<file path="src/rtl/tm1638_responder.sv">
// TM1638-compatible serial slave: receives command/data frames from a
// controller, maintains 16 bytes of display RAM plus display control, and
// shifts a 32-bit key-scan snapshot back out on DIO during key reads.
//
// state     | meaning
// ----------+---------------------------------------------------------
// S_IDLE    | STB high or no frame yet; waiting for STB to fall
// S_CMD     | shifting in the first (command) byte of a frame
// S_WRITE   | shifting in data bytes, each stored at the RAM pointer
// S_READ    | driving key snapshot bits on CLK falling edges
// S_DISCARD | rest of frame ignored until STB rises
module tm1638_responder #(
  parameter int SYNC_STAGES = 2
) (
  input  logic         i_clk,
  input  logic         i_rst_n,
  input  logic         i_tm1638_clk,
  input  logic         i_tm1638_stb,
  input  logic         i_tm1638_dio,
  output logic         o_tm1638_dio,
  output logic         o_tm1638_dio_oe,
  input  logic [31:0]  i_key_state,
  output logic [127:0] o_disp_ram,
  output logic         o_display_on,
  output logic [2:0]   o_brightness,
  output logic         o_ram_wr,
  output logic [3:0]   o_ram_addr,
  output logic         o_key_read_done,
  output logic         o_proto_err
);

  typedef enum logic [2:0] {
    S_IDLE,
    S_CMD,
    S_WRITE,
    S_READ,
    S_DISCARD
  } state_t;

  state_t state, state_nxt;

  logic [SYNC_STAGES-1:0] clk_sync, stb_sync, dio_sync;
  logic                   clk_prev, stb_prev;
  logic                   clk_s, stb_s, dio_s;
  logic                   clk_rise, clk_fall, stb_rise, stb_fall;

  // After reset the synchronizers hold their reset value of 1; a low STB
  // only counts as a new frame once the chain has flushed and STB has been
  // seen high, so a frame interrupted by reset is never resumed.
  logic [SYNC_STAGES:0]   flush_sr;
  logic                   armed;

  logic [2:0]   bit_cnt;
  logic [6:0]   shift_q;
  logic [7:0]   byte_val;
  logic [3:0]   ptr;
  logic         fixed_addr;
  logic [31:0]  snap;
  logic [5:0]   rd_cnt;
  logic [5:0]   rise_cnt;
  logic         oe_q;

  logic         shift_en, cnt_clr, cmd_done, wr_done, err, rd_drive, rd_rise;

  assign clk_s    = clk_sync[SYNC_STAGES-1];
  assign stb_s    = stb_sync[SYNC_STAGES-1];
  assign dio_s    = dio_sync[SYNC_STAGES-1];
  assign clk_rise = clk_s & ~clk_prev;
  assign clk_fall = ~clk_s & clk_prev;
  assign stb_rise = stb_s & ~stb_prev;
  assign stb_fall = ~stb_s & stb_prev & armed;
  assign byte_val = {dio_s, shift_q};

  // The output enable is released combinationally so DIO is freed in the
  // very cycle the STB rising edge is recognised.
  assign o_tm1638_dio_oe = oe_q & ~stb_rise;

  // Pin synchronizers, edge-detect history and post-reset arming.
  always_ff @(posedge i_clk) begin
    if (!i_rst_n) begin
      clk_sync <= '1;
      stb_sync <= '1;
      dio_sync <= '1;
      clk_prev <= 1'b1;
      stb_prev <= 1'b1;
      flush_sr <= '0;
      armed    <= 1'b0;
    end else begin
      clk_sync <= {clk_sync[SYNC_STAGES-2:0], i_tm1638_clk};
      stb_sync <= {stb_sync[SYNC_STAGES-2:0], i_tm1638_stb};
      dio_sync <= {dio_sync[SYNC_STAGES-2:0], i_tm1638_dio};
      clk_prev <= clk_s;
      stb_prev <= stb_s;
      flush_sr <= {flush_sr[SYNC_STAGES-1:0], 1'b1};
      armed    <= armed | (flush_sr[SYNC_STAGES] & stb_s);
    end
  end

  // Next-state decode and per-cycle control strobes.
  always_comb begin
    state_nxt = state;
    shift_en  = 1'b0;
    cnt_clr   = 1'b0;
    cmd_done  = 1'b0;
    wr_done   = 1'b0;
    err       = 1'b0;
    rd_drive  = 1'b0;
    rd_rise   = 1'b0;
    if (stb_rise) begin
      state_nxt = S_IDLE;
      err       = ((state == S_CMD) || (state == S_WRITE)) && (bit_cnt != 3'd0);
    end else if (stb_s) begin
      state_nxt = S_IDLE;
    end else begin
      case (state)
        S_IDLE: begin
          if (stb_fall) begin
            state_nxt = S_CMD;
            cnt_clr   = 1'b1;
          end
        end
        S_CMD: begin
          if (clk_rise) begin
            shift_en = 1'b1;
            if (bit_cnt == 3'd7) begin
              cmd_done = 1'b1;
              case (byte_val[7:6])
                2'b01:   state_nxt = byte_val[1] ? S_READ : S_DISCARD;
                2'b11:   state_nxt = S_WRITE;
                2'b10:   state_nxt = S_DISCARD;
                default: begin
                  state_nxt = S_DISCARD;
                  err       = 1'b1;
                end
              endcase
            end
          end
        end
        S_WRITE: begin
          if (clk_rise) begin
            shift_en = 1'b1;
            wr_done  = (bit_cnt == 3'd7);
          end
        end
        S_READ: begin
          rd_drive = clk_fall;
          rd_rise  = clk_rise;
        end
        default: ;
      endcase
    end
  end

  // State register and datapath: shifter, RAM, display control, key readout.
  always_ff @(posedge i_clk) begin
    if (!i_rst_n) begin
      state           <= S_IDLE;
      bit_cnt         <= '0;
      shift_q         <= '0;
      ptr             <= '0;
      fixed_addr      <= 1'b0;
      snap            <= '0;
      rd_cnt          <= '0;
      rise_cnt        <= '0;
      oe_q            <= 1'b0;
      o_tm1638_dio    <= 1'b0;
      o_disp_ram      <= '0;
      o_display_on    <= 1'b0;
      o_brightness    <= '0;
      o_ram_wr        <= 1'b0;
      o_ram_addr      <= '0;
      o_key_read_done <= 1'b0;
      o_proto_err     <= 1'b0;
    end else begin
      state           <= state_nxt;
      o_ram_wr        <= 1'b0;
      o_key_read_done <= 1'b0;
      o_proto_err     <= err;

      if (cnt_clr || (state_nxt == S_IDLE)) begin
        bit_cnt <= '0;
      end else if (shift_en) begin
        bit_cnt <= bit_cnt + 3'd1;
      end
      if (shift_en) begin
        shift_q <= byte_val[7:1];
      end

      if (cmd_done) begin
        case (byte_val[7:6])
          2'b01: begin
            fixed_addr <= byte_val[2];
            if (byte_val[1]) begin
              snap     <= i_key_state;
              rd_cnt   <= '0;
              rise_cnt <= '0;
            end
          end
          2'b11: ptr <= byte_val[3:0];
          2'b10: begin
            o_display_on <= byte_val[3];
            o_brightness <= byte_val[2:0];
          end
          default: ;
        endcase
      end

      if (wr_done) begin
        o_disp_ram[{ptr, 3'b000} +: 8] <= byte_val;
        o_ram_wr   <= 1'b1;
        o_ram_addr <= ptr;
        if (!fixed_addr) begin
          ptr <= ptr + 4'd1;
        end
      end

      if (rd_drive) begin
        oe_q         <= 1'b1;
        o_tm1638_dio <= rd_cnt[5] ? 1'b0 : snap[rd_cnt[4:0]];
        if (!rd_cnt[5]) begin
          rd_cnt <= rd_cnt + 6'd1;
        end
      end
      if (rd_rise && !rise_cnt[5]) begin
        rise_cnt <= rise_cnt + 6'd1;
        if (rise_cnt == 6'd31) begin
          o_key_read_done <= 1'b1;
        end
      end

      if (state_nxt != S_READ) begin
        oe_q         <= 1'b0;
        o_tm1638_dio <= 1'b0;
      end
    end
  end

endmodule

</file>
<file path="config.mk">
export PLATFORM = sky130hd
export DESIGN_NAME = tm1638_responder
export DESIGN_NICKNAME = d
export VERILOG_FILES = /design/src/rtl/tm1638_responder.sv
export SDC_FILE = /design/constraint.sdc
export NUM_CORES = 1
export LEC_CHECK = 0
export CAP_MARGIN = 30
export CORE_AREA = 2 2 108 188
export CTS_CLUSTER_DIAMETER = 100
export CTS_CLUSTER_SIZE = 25
export DETAILED_ROUTE_END_ITERATION = 10
export DIE_AREA = 0 0 110 190
export PLACE_DENSITY = 0.86
export SLEW_MARGIN = 5
export SYNTH_ARGS = -nofsm -noshare
export SYNTH_HDL_FRONTEND = slang
export SYNTH_SLANG_ARGS = --single-unit
</file>
<file path="constraint.sdc">
create_clock -name i_clk -period 2.3 [get_ports i_clk]
set_clock_uncertainty 0.05 [all_clocks]
set_input_delay 0.46 -clock i_clk [delete_from_list [all_inputs] [get_ports i_clk]]
set_output_delay 0.46 -clock i_clk [all_outputs]
set_load 0.005 [all_outputs]
</file>
Word level (Yosys, flattened, before mapping)
Index checks and enable logic that the tools add are counted.

Register bits after elaboration: 215. Bits of input ports: 37. Output and inout port bits: 141.

$add $sub $neg: 5. Order comparisons: 1. Equality and inequality tests: 9. Shifts and indexed selects: 2. Multiplexer cells: 57. Bitwise operators: 14. Reductions and logical operators: 20.

Operators by type and width (number): bitwise mux 128 bit (1); variable shift 8 x 9 -> 128 bit, first input constant (1); variable part select 8 x 9 -> 128 bit (1); two-way mux 6 bit (9); two-way mux 1 bit (34); two-way mux 3 bit (6); two-way mux 4 bit (4); adder 6 x 1 -> 6 bit, second input constant (2); case mux 3 bit (2 select lines) (2); negation 7 -> 9 bit (1); bitwise AND 1 bit (7); == test 3 x 2 -> 1 bit, second input constant (2); == test 6 x 5 -> 1 bit, second input constant (1); zero test 3 bit (2); < comparator 5 x 6 -> 1 bit, second input constant (1); inverter 1 bit (6); AND reduction 2 bit (3); AND reduction 3 bit (2); nonzero test 2 bit (3); OR reduction 2 bit (3); binary-select mux 1 bit (select 5 bit) (1); adder 4 x 1 -> 4 bit, second input constant (1); == test 2 bit, second input constant (2); adder 3 x 1 -> 3 bit, second input constant (1); 10 further kinds (12).

Logic depth before layout (Yosys ltp)
Gate-level depths: netlist of the first run.

Word-level depth: 10. Mapped depth: 10. Depth with buffers taken out: 7.

Worst setup path after synthesis of the first run
No wires, ideal clock.

Path type: register to register. Start point: register ptr[0]. End point: register o_disp_ram[87]. Setup time: 128 ps. Arrival time: 2227 ps. Slack: -104 ps. Stages on the path, launching flop included: 10. Buffers on the path: 2. Path through: dfxtp_1 > inv_2 > ha_1 > clkbuf_1 > or3b_1 > a211oi_1 > and3_1 > buf_4 > mux2i_1 > nor2_1.

Longest elaborated chain between the ends: 3. Elaborated cells between the ends (all ways): 4.

Ends and longest elaborated chain: from (decl) (line 56) `logic [3:0] ptr;`; from (signal assigned) (line 199) `2'b11: ptr <= byte_val[3:0];`; from (signal assigned) (line 213) `ptr <= ptr + 4'd1;`; negation 7 -> 9 bit * (line 209) `o_disp_ram[{ptr, 3'b000} +: 8] <= byte_val;`; variable part select 8 x 9 -> 128 bit or variable shift 8 x 9 -> 128 bit (tied branches) (line 209); bitwise mux 128 bit * (line 209); to (signal, indexed assignment) (line 209); to (decl) (line 23) `output logic [127:0] o_disp_ram,`.

Every way passes the cells marked *; elsewhere a longest branch is shown, timed or not. A chain may end at the register's enable or synchronous reset.

Final worst setup path of the first run
Start point: register bit_cnt[1]. End point: register o_disp_ram[25].

Longest elaborated chain between the ends: 5.

Ends and longest elaborated chain: from (decl) (line 53) `logic [2:0] bit_cnt;`; from (signal assigned) (line 183) `bit_cnt <= bit_cnt + 3'd1;`; == test 3 bit (line 142) `wr_done = (bit_cnt == 3'd7);`; two-way mux 1 bit (line 140) `if (clk_rise) begin`; two-way mux 1 bit (line 115) `case (state)`; two-way mux 1 bit (line 112) `end else if (stb_s) begin`; two-way mux 1 bit (line 109) `if (stb_rise) begin`.

No other way between the ends.

==> reports/results.txt, run 1 <==
Starting Density = 45.1%
Hold Buf Count CTS = 0
Die Ht = 190 um
RSZ-0062 raised after global routing = yes
Static Leakage = 4.48 nW
Setup CP Type = reg2reg
Placed Area = 11000 um2
TritonCTS clock tree = done
Pwr Total = 6.09 mW
Pre-antenna DRT Iters = 5
# port buffers = 177
Worst hold path type = reg2reg
Multi-input logic area = 4180 um2
Fin. max-slew vios = 0
Row cnt = 68
Final hold slack = 349 ps
Reg power frac = 61.3%
Synth top area share = 49.0%
Count of flip-flops with a built-in enable after synthesis = 0
Remaining antenna violation count = 0
Int Pwr = 4.83 mW
Routed WL per cell = 16.6 um
Status = finished clean
Final Cycle Share = 94.8%
Vias = 7020
Post-Synthesis Cells = 908
Initial antenna violation count = 0
Clock latency on the worst-skew pair = 470 ps
Number of synthesized register bits = 215
Syn Nets = 954
Post-synthesis cell type count = 57
Max_slew headroom = 57.4%
Critical path arrival = 2470 ps
Die W = 110 um
H-tree depth = 1
Synth async-reset ratio = 0%
PwrDens = 534 nW/um2
Share of layout cells above drive strength 1 = 8.68%
DRT Wirelength = 22100 um
Slowest cell on the critical path = dfxtp_1
Initial drt markers = 304
Root buf cell = clkbuf_16
Final-report hold violation count = 0
Max Cap Viol = 0
Slew @ Worst Pin = 639 ps
Crit path time final = 2180 ps
Clock Pin Slew Worst Setup and Hold Paths = 90 ps
Via density per instance = 5.29
Total die area = 20900 um2
Highest achievable clock rate = 459 MHz
Largest net degree at the start of global routing = 57
Clk pwr share = 36.1%
Sw frac = 20.6%
TritonCTS buffer count = 12
Vias in the first global route = 6837
GPL Wtd Cong = 0.856
Combinational group share of total power = 2.5%
Dominant cells by area after synthesis = dfxtp_1 (49%), mux2i_1 (18%), nor2_1 (7.3%)
# IOs = 178
Sequential cell area = 4310 um2
Main synth FF type = dfxtp_1
Detailed placement HPWL = 16300 um
Mapped Avg Cell Area = 9.67 um2
Setup TNS = 0 ps
Clock sinks = 215
Layout Cell Area excl Fill = 11400 um2
First-pass GRT wire length = 35000 um
CTS max path bufs = 3
Sequential fraction of the synthesis area = 49.0%
Critical Path Fanout Max = 8
Synth Warn # = 0
Switching power = 1.25 mW
Crit end category = register
Area of the core = 19500 um2
Final setup viols = 0
Global route overflow = 0
Mapped cell area = 8780 um2
Slowest cell delay on critical path = 360 ps
# DRC = 0
Most used cell, CP = buf_4
Layout Nets = 1129
Crit start category = register
Worst-path cell chain = ha_1 -> ha_2 -> nand4bb_1 -> buf_4 -> nor2_4 -> and4_1 -> buf_4 -> mux2i_1 -> nor2_1
Antenna cells = 0
Gr usage total = 21.2%
WP data required = 2590 ps
Maximum vdd ir drop = 465 uV
Fillers = 1604
Synth area leader = dfxtp_1
Layout area overhead = 29.8%
## worst paths after layout
kind	from	endpoint	slack, ps	cells after the start
hold / removal	dio_sync[0]	dio_sync[1]	350	1
hold reg to reg	dio_sync[0]	dio_sync[1]	350	1
setup / recovery	bit_cnt[1]	o_disp_ram[25]	120	9
setup reg to reg	bit_cnt[1]	o_disp_ram[25]	120	9
## state kept, by name, summed over array words and instances, names as in the netlist, 3 cells and up
signal	cells
bit_cnt	3
flush_sr	3
o_brightness	3
o_disp_ram	128
o_ram_addr	4
ptr	4
rd_cnt	6
rise_cnt	6
shift_q	7
snap	32
state	3
## through the flow
stage	setup WS, ps	instances	utilization, %
global placement	187	1313	56.6
detailed placement	117	1313	56.6
floorplan	5.35	908	-
global route	-25.8	1328	58.5
CTS	77.0	1327	58.3
finish	119	1328	58.5
## synthesized netlist by cell type, types with 4 or more instances
cell	number
a21oi_1	49
a221oi_1	4
and2_1	13
and3_1	14
buf_2	13
buf_4	6
clkbuf_1	41
dfxtp_1	215
ha_1	9
inv_1	12
mux2i_1	155
mux4_2	4
nand2_1	75
nand2b_1	9
nand3_1	6
nand3b_1	4
nor2_1	170
nor2b_1	20
nor3_1	5
o211ai_4	4
o21a_1	4
o21ai_0	7
or3_1	6
xnor2_1	6
## worst max-delay path, delay by kind of cell (launching register included)
| family | cells | cell delay, ps |
|---|---|---|
| fa+ha+maj | 2 | 380 |
| buf+inv | 2 | 410 |
| mux | 1 | 200 |
| flops | 1 | 360 |
| simple gates | 4 | 640 |
## kinds of logic (layout without fill, tap and decap cells)
logic type | count (synthesis) | count (layout) | share of synthesized area, %
AOI/OAI and AO/OA | 84 | 84 | 6.45
buffers and inverters | 75 | 250 | 3.82
DFF | 215 | 215 | 49.0
and+or+nand+nor | 360 | 360 | 20.2
muxes | 159 | 159 | 18.7
adders and majority gates | 9 | 9 | 1.28
xor gates and xnor gates | 6 | 6 | 0.598
## layout make-up
class	instances	share of cell area [%]
flip-flops and latches	215	37.8
multi-input cells	618	36.7
repair buffers	223	19.4
clock buffers	13	2.85
well taps	245	2.69
inverters	13	0.472
clock inverters	1	0.0988
## cell usage in the layout (no fill, tap or decap), drive strengths merged, types with 4 or more instances in the layout
cell type | synthesis | layout
and2 | 13 | 13
dfxtp | 215 | 215
or3 | 6 | 6
o21a | 4 | 4
nand4 | 4 | 4
inv | 13 | 14
nor3 | 8 | 8
and3 | 14 | 14
nor2 | 173 | 173
clkdlybuf4s50 | 0 | 176
or2 | 4 | 4
nand2 | 75 | 75
ha | 9 | 9
xnor2 | 6 | 6
a21oi | 49 | 49
o21ai | 7 | 7
o211ai | 4 | 4
nand2b | 9 | 9
nor4 | 5 | 5
nand3 | 8 | 8
a221oi | 4 | 4
clkbuf | 41 | 13
nor2b | 20 | 20
nand3b | 4 | 4
mux4 | 4 | 4
mux2i | 155 | 155
buf | 21 | 46
## timing repair
item | 4_1_cts | 5_1_grt
resized for setup | 0 | 8
setup buffers | 0 | 1
endpoints found under the setup margin | 0 | 45
## layer usage
metal | up-vias | routed length [um] | share of wire (%) | global-route usage (%)
met3 | 67 | 906 | 4.1 | 2.91
met4 | 0 | 1230 | 5.6 | 11.5
met2 | 208 | 12000 | 54 | 38.7
met1 | 3327 | 7960 | 36 | 22.9
li1 | 3418 | - | - | -
met5 | - | 0 | 0 | 0
## power by group through the flow
stage	combinational, mW	sequential, mW	clock (mW)
floorplan	0.0635	3.82	0
global placement	0.155	3.82	0
detailed placement	0.155	3.82	0
CTS	0.155	3.73	2.26
global route	0.170	3.74	2.39
finish	0.155	3.73	2.20
(Power assumes the default switching activity.)
==> inputs of run 2 (changes only) <==
--- a/config.mk
+++ b/config.mk
@@ -11,6 +11,7 @@
 export CTS_CLUSTER_SIZE = 25
 export DETAILED_ROUTE_END_ITERATION = 10
 export DIE_AREA = 0 0 110 190
+export GPL_TIMING_DRIVEN = 0
 export PLACE_DENSITY = 0.86
 export SLEW_MARGIN = 5
 export SYNTH_ARGS = -nofsm -noshare
==> reports/results.txt, run 2 (synthesis gave the netlist of run 1 again) <==
Crit path time final = 2260 ps
Clock Pin Slew Worst Setup and Hold Paths = 90 ps
Buf/Inv on CP = 2
DRT Wirelength = 24100 um
TritonCTS buffer count = 12
Clock sinks = 215
Die Ht = 190 um
Detailed placement HPWL = 18400 um
Vias in the first global route = 7262
Pre-antenna DRT Iters = 5
Final Cycle Share = 98.5%
Maximum vdd ir drop = 555 uV
Static Leakage = 4.44 nW
DP Worst Slack = -542 ps
Slew @ Worst Pin = 802 ps
Routed WL per cell = 17.9 um
Final-report hold violation count = 0
Antenna cells = 0
Highest achievable clock rate = 442 MHz
Starting Density = 45.1%
Worst hold path type = reg2reg
Gr usage total = 23.0%
Max Cap Viol = 0
Critical Path Fanout Max = 9
Biggest register = o_disp_ram
Remaining antenna violation count = 0
Top delay family on crit path = simple AND/OR/NAND/NOR gates
PwrDens = 533 nW/um2
GPL Wtd Cong = 0.876
# IOs = 178
Most frequent cells in the layout = dfxtp_1 (211), clkdlybuf4s50_1 (177), nor2_1 (170)
Crit end category = register
Slowest cell on the critical path = or3b_1
Layout area overhead = 30.3%
CTS max path bufs = 3
Share of layout cells above drive strength 1 = 8.33%
# port buffers = 177
Placed Area = 10900 um2
Crit start category = register
Die W = 110 um
Final setup viols = 0
Final hold slack = 360 ps
Root buf cell = clkbuf_16
Via density per instance = 5.26
Setup ws final = 35.3 ps
Status = finished clean
RSZ-0062 raised after global routing = yes
Layout Nets = 1151
Layout Cell Area excl Fill = 11400 um2
Slowest cell delay on critical path = 390 ps
Initial drt markers = 281
First-pass GRT wire length = 37400 um
Setup CP Type = reg2reg
Vias = 7107
Fin. max-slew vios = 0
Area of the core = 19500 um2
H-tree depth = 1
Initial antenna violation count = 0
Leading cell type in the layout, fill and taps excluded = dfxtp_1
TritonCTS clock tree = done
Max reg flops = 128
Hold Buf Count CTS = 0
Critical path arrival = 2540 ps
Clock latency on the worst-skew pair = 470 ps
Max_slew headroom = 46.1%
Worst-path cell chain = buf_2 -> or3b_1 -> buf_6 -> nor3_2 -> nand4_2 -> mux2i_1 -> nor2_1
Total die area = 20900 um2
WP data required = 2580 ps
Global route overflow = 0
Top flop regs = o_disp_ram x128, snap x32, shift_q x7
Largest net degree at the start of global routing = 26
Row cnt = 68
# DRC = 0
-- run 2: cell count changes in the layout (fill, tap and decap cells not counted), sizes merged --
cell / before / now
clkbuf: 13 / 54
buf: 46 / 27
clkdlybuf4s50: 176 / 177
dlymetal6s2s: 1 / 0
-- run 2: where the power goes --
| group | leakage (nW) | internal [mW] | total (mW) | switching, mW |
|---|---|---|---|---|
| combinational | 2.54 | 0.0710 | 0.164 | 0.0926 |
| clock | 0.166 | 1.03 | 2.21 | 1.18 |
| sequential | 1.74 | 3.73 | 3.73 | 0.00581 |
-- run 2: metal layers --
metal  vias up  share of wire (%)  global-route usage (%)
met5         -                  0                       0
li1       3463                  -                       -
met2       241                 55                    44.3
met1      3326                 34                    22.9
met3        77                4.5                    2.57
met4         0                6.0                    12.6
-- run 2: path summary, 6_finish.rpt --
kind              endpoint  cells past startpoint  slack (ps)   startpoint
max          o_disp_ram[5]                      7          40     state[1]
min            dio_sync[1]                      1         360  dio_sync[0]
max reg2reg  o_disp_ram[5]                      7          40     state[1]
min reg2reg    dio_sync[1]                      1         360  dio_sync[0]
-- run 2: final cells by class --
| cell class | count | area [um2] |
|---|---|---|
| Clock buffer | 13 | 325 |
| Multi-Input combinational cell | 618 | 4270 |
| Inverter | 13 | 51.3 |
| Fill cell | 1606 | 8040 |
| Timing Repair Buffer | 186 | 1860 |
| Clock inverter | 1 | 11.3 |
| Tap cell | 245 | 307 |
| Sequential cell | 215 | 4310 |
| Buffer | 59 | 304 |
-- run 2: timing repair --
item / CTS / global route
gates cloned: 0 / 0
endpoints found under the setup margin: 140 / 140
resized for setup: 23 / 29
setup buffers: 4 / 5
pin swaps: 3 / 4
-- run 2: worst register-to-register path: stages, from the launching register on --
cell and delay, ps:
dfxtp_1 320, buf_2 180, or3b_1 390, buf_6 180, nor3_2 300, nand4_2 390
mux2i_1 270, nor2_1 60
-- run 2: metrics by stage --
stage / setup TNS [ps] / util (%) / std cells / power, mW
after floorplan: 0 / - / 908 / 3.88
after CTS: 0 / 58.2 / 1347 / 6.15
final: 0 / 58.7 / 1350 / 6.10
after global routing: -565 / 58.7 / 1350 / 6.28
after detailed placement: -39940 / 55.8 / 1330 / 3.98
after global placement: -31170 / 55.8 / 1330 / 3.98
